[src/rtl/uart_alu_ctrl.sv]
// uart_alu_ctrl
// Sequencer between a UART receiver/transmitter pair and a combinational ALU.
// It collects operand A, operand B and the opcode, in that order, from the
// receiver. It then drives the ALU for one settle cycle and launches the
// result through the transmitter.
//
// Ports
//   clk            system clock, rising edge
//   reset          synchronous, active-high
//   rx_data        received byte, valid while rx_done=1
//   rx_done        one-cycle byte-available pulse from the receiver
//   tx_done        one-cycle frame-finished pulse from the transmitter
//   alu_result     combinational ALU output
//   operando_A/B   registered ALU operands
//   cod_operacion  registered ALU opcode (low COD_OP bits of the opcode byte)
//   tx_data        registered result byte for the transmitter
//   tx_start       one-cycle transmitter start pulse
//   busy           high while in EXEC or WAIT_TX
//   drop           one-cycle pulse for each received byte that is discarded
//
// state    | meaning
// ---------+----------------------------------------------------------
// WAIT_A   | idle, next received byte is operand A
// WAIT_B   | next received byte is operand B
// WAIT_OP  | next received byte is the opcode
// EXEC     | ALU settle cycle, result captured and tx_start issued
// WAIT_TX  | transmitter busy, waiting for tx_done

module uart_alu_ctrl #(
    parameter int NBITS  = 8,
    parameter int COD_OP = 6
) (
    input  logic              clk,
    input  logic              reset,
    input  logic [NBITS-1:0]  rx_data,
    input  logic              rx_done,
    input  logic              tx_done,
    input  logic [NBITS-1:0]  alu_result,
    output logic [NBITS-1:0]  operando_A,
    output logic [NBITS-1:0]  operando_B,
    output logic [COD_OP-1:0] cod_operacion,
    output logic [NBITS-1:0]  tx_data,
    output logic              tx_start,
    output logic              busy,
    output logic              drop
);

    localparam logic [2:0] WAIT_A  = 3'd0;
    localparam logic [2:0] WAIT_B  = 3'd1;
    localparam logic [2:0] WAIT_OP = 3'd2;
    localparam logic [2:0] EXEC    = 3'd3;
    localparam logic [2:0] WAIT_TX = 3'd4;

    logic [2:0] state;
    logic [2:0] state_nxt;
    logic       in_busy_state;

    // The upper opcode byte bits are intentionally discarded.
    generate
        if (NBITS > COD_OP) begin : g_rx_hi
            logic unused_rx_hi;
            assign unused_rx_hi = ^rx_data[NBITS-1:COD_OP];
        end
    endgenerate

    assign in_busy_state = (state == EXEC) || (state == WAIT_TX);

    always_comb begin
        state_nxt = state;
        case (state)
            WAIT_A:  if (rx_done) state_nxt = WAIT_B;
            WAIT_B:  if (rx_done) state_nxt = WAIT_OP;
            WAIT_OP: if (rx_done) state_nxt = EXEC;
            EXEC:    state_nxt = WAIT_TX;
            // tx_done wins over a coincident rx_done; that byte is dropped.
            WAIT_TX: if (tx_done) state_nxt = WAIT_A;
            default: state_nxt = WAIT_A;
        endcase
    end

    always_ff @(posedge clk) begin
        if (reset) begin
            state         <= WAIT_A;
            operando_A    <= '0;
            operando_B    <= '0;
            cod_operacion <= '0;
            tx_data       <= '0;
            tx_start      <= 1'b0;
            busy          <= 1'b0;
            drop          <= 1'b0;
        end else begin
            state    <= state_nxt;
            // busy is registered from the next state so it tracks the state exactly.
            busy     <= (state_nxt == EXEC) || (state_nxt == WAIT_TX);
            tx_start <= (state == EXEC);
            drop     <= rx_done && in_busy_state;

            if (rx_done) begin
                case (state)
                    WAIT_A:  operando_A    <= rx_data;
                    WAIT_B:  operando_B    <= rx_data;
                    WAIT_OP: cod_operacion <= rx_data[COD_OP-1:0];
                    default: ;
                endcase
            end

            // Operands have been stable on the ALU for a full cycle by now.
            if (state == EXEC) begin
                tx_data <= alu_result;
            end
        end
    end

endmodule

[config.mk]
export PLATFORM = sky130hd
export DESIGN_NAME = uart_alu_ctrl
export DESIGN_NICKNAME = d
export VERILOG_FILES = /design/src/rtl/uart_alu_ctrl.sv
export SDC_FILE = /design/constraint.sdc
export NUM_CORES = 1
export LEC_CHECK = 0
export CAP_MARGIN = 40
export CORE_AREA = 2 2 58 60
export DETAILED_ROUTE_END_ITERATION = 10
export DIE_AREA = 0 0 60 62
export PLACE_DENSITY = 0.8
export SYNTH_ARGS = -nofsm -noshare
export SYNTH_HDL_FRONTEND = slang
export SYNTH_SLANG_ARGS = --single-unit
export TNS_END_PERCENT = 30
[constraint.sdc]
create_clock -name clk -period 3.3 [get_ports clk]
set_clock_uncertainty 0.15 [all_clocks]
set_input_delay 0.33 -clock clk [delete_from_list [all_inputs] [get_ports clk]]
set_output_delay 0.33 -clock clk [all_outputs]
set_load 0.03 [all_outputs]
==> impl_metrics.json <==
{
  "insertion_delay_ns": 0.33,
  "antenna_found_initial": 0,
  "critical_path_class": "reg2out",
  "utilization": 0.610,
  "yosys_warnings": 0,
  "seq_area_frac_synth": 0.539,
  "synth-seq-cells": 36,
  "min_from": "tx_data[5]$_SDFFE_PP0N_",
  "crit_fanout": 2,
  "finalSetupTns_ns": 0,
  "area_growth_syn_to_layout_pct": 45.1,
  "ant_nets": 0,
  "die_h_um": 62,
  "worstPathArrival_ns": 1.37,
  "period_minus_slack_ns": 1.85,
  "ir_drop_v": 0.000310,
  "worst_slack_ns": 1.45,
  "syn_inst": 145,
  "cts.htree.levels": 2,
  "drive_gt1_frac": 0.0515,
  "hold_viol_final": 0,
  "first_global_vias": 968,
  "routabilityCongestion": 0.791,
  "min_path_type": "reg2reg",
  "max_freq_ghz": 0.541,
  "cp_cell_sequence": "clkdlybuf4s50_1",
  "start_util": 0.421,
  "final_net_count": 214,
  "clock_path_buffers": 2,
  "powerDensity_nw_per_um2": 433,
  "vias": 1109,
  "clock_sinks": 36,
  "n_antenna_cell": 0,
  "synth.area.top_cells": "dfxtp_1 (54%), mux2i_1 (10%), nand2_1 (9.3%)",
  "slew_headroom": 0.659,
  "hpwlAfterDp_um": 2220,
  "status": "finished, final reports clean",
  "cts_tree": "built",
  "critPathMaxStageDelay_ns": 0.68,
  "port_buffers": 52,
  "die_area_um2": 3720,
  "synth_top_area_frac": 0.539,
  "crit_required_ns": 2.82,
  "synth_cell_types": 21,
  "worstMarginPinSlew_ns": 0.511,
  "rsz0062_at_grt": "false",
  "cts-root-buf": "clkbuf_4",
  "grt_overflow": 0,
  "cts_inserted_buffers": 5,
  "dpl_cell_area_um2": 1880,
  "clkTransAtPathRegs_ns": 0.10,
  "critPathBufInv": 1,
  "syn_nets": 165,
  "dp_slack_ns": 1.23,
  "drc_errors": 0,
  "via_per_inst": 4.62,
  "syn_area_per_cell_um2": 9.22,
  "cp-end-kind": "output port",
  "period_share": 0.560,
  "final-setup-viol-count": 0,
  "drv_cap": 0,
  "syn_area_um2": 1340,
  "core_um2": 3180,
  "yosysTopAreaCell": "dfxtp_1",
  "dieWidth_um": 60,
  "wirelength_um": 2960,
  "start_kind": "register",
  "gr-usage-all-layers": 0.167,
  "critPathTopFamily": "buffers and inverters",
  "postCtsSetupRepairBufs": 0,
  "final_area_um2": 1940,
  "dr.pass1.iters": 4,
  "rows": 21,
  "leakagePower_nw": 0.681,
  "critPathLaunch": "operando_B[7]$_SDFFE_PP0P_",
  "routedWlPerCell_um": 12.3,
  "grt_max_degree": 26,
  "drv_slew": 0,
  "drt-initial-drc-count": 36,
  "ios": 53,
  "grt_pass1_wl_um": 4430,
  "cts_resized": 0,
  "postCtsHoldBufs": 0,
  "slowest_stage": "clkdlybuf4s50_1",
  "rr_startpoint": "state[0]$_SDFF_PP0_"
}
==> synth_stat cells <==
master	n
and3b_1	1
buf_4	2
nor3_1	1
a211oi_1	1
nor2_1	16
buf_1	1
clkbuf_1	3
inv_1	1
nor3b_1	1
nand2_1	33
dfxtp_1	36
buf_2	5
nand3b_1	3
nor4b_4	1
mux2i_1	14
a21oi_1	20
nor2b_1	1
o21ai_0	1
nor3b_2	1
or4b_1	1
and4bb_1	2
==> worst min-delay path, cell delays in order (launching register included) <==
cell     delay, ns
dfxtp_1       0.32
nand2_1       0.05
a21oi_1       0.05
==> worst paths after layout <==
path / end / cells past startpoint / slack, ns
setup / recovery: operando_B[7] / 1 / 1.45
hold / removal: tx_data[5]$_SDFFE_PP0N_ / 2 / 0.31
setup reg to reg: operando_B[7]$_SDFFE_PP0P_ / 3 / 1.61
hold reg to reg: tx_data[5]$_SDFFE_PP0N_ / 2 / 0.31
==> through the flow <==
stage               hold slack, ns  total power, W  std cells
global route                 0.331        0.000881        240
floorplan                    0.316        0.000539        145
global placement             0.292        0.000593        232
detailed placement           0.296        0.000598        233
CTS                          0.310        0.000848        240
finish                       0.309        0.000840        240
==> sequential cells by signal, indices dropped and copies added (netlist names) <==
signal and flops:
drop 1, operando_A 8, tx_start 1, operando_B 8
state 3, cod_operacion 6, busy 1, tx_data 8
==> where the power goes <==
group	internal [W]	switching [W]
Clock	0.000121	0.000131
Combinational	0.0000613	0.0000655
Sequential	0.000449	0.0000116
Total	0.000631	0.000209
==> layout make-up <==
cell class                      instances  area, um2
Clock buffer                            7       65.1
Fill cell                             282       1240
Inverter                                1       3.75
Multi-Input combinational cell         97        558
Sequential cell                        36        721
Tap cell                               46       57.6
Timing Repair Buffer                   53        536
==> logic make-up after synthesis <==
kind of cell / count (synthesis) / share of synthesized area
flip-flops: 36 / 0.539
multiplexers: 14 / 0.105
AND/OR/NAND/NOR: 61 / 0.228
AO/OA/AOI/OAI: 22 / 0.0842
buffers and inverters: 12 / 0.0440
==> metal layers <==
layer  share of wire  up-vias  GRT usage
met5               0        -          0
met4          0.0084        0     0.0667
met3           0.039        2     0.0704
met2            0.53       23      0.270
met1            0.43      509      0.197
li1                -      575          -
==> cells in the final DEF, fill, tap and decap left out, types with 2 or more instances in the layout <==
| cell | Yosys | routed |
|---|---|---|
| nand2_1 | 33 | 33 |
| and4bb_1 | 2 | 2 |
| dfxtp_1 | 36 | 36 |
| a21oi_1 | 20 | 20 |
| mux2i_1 | 14 | 14 |
| clkbuf_4 | 0 | 5 |
| nor2_1 | 16 | 16 |
| nand3b_1 | 3 | 3 |
| clkdlybuf4s50_1 | 0 | 52 |
| clkbuf_8 | 0 | 2 |
No activity file was read; power rests on OpenSTA's default activity.
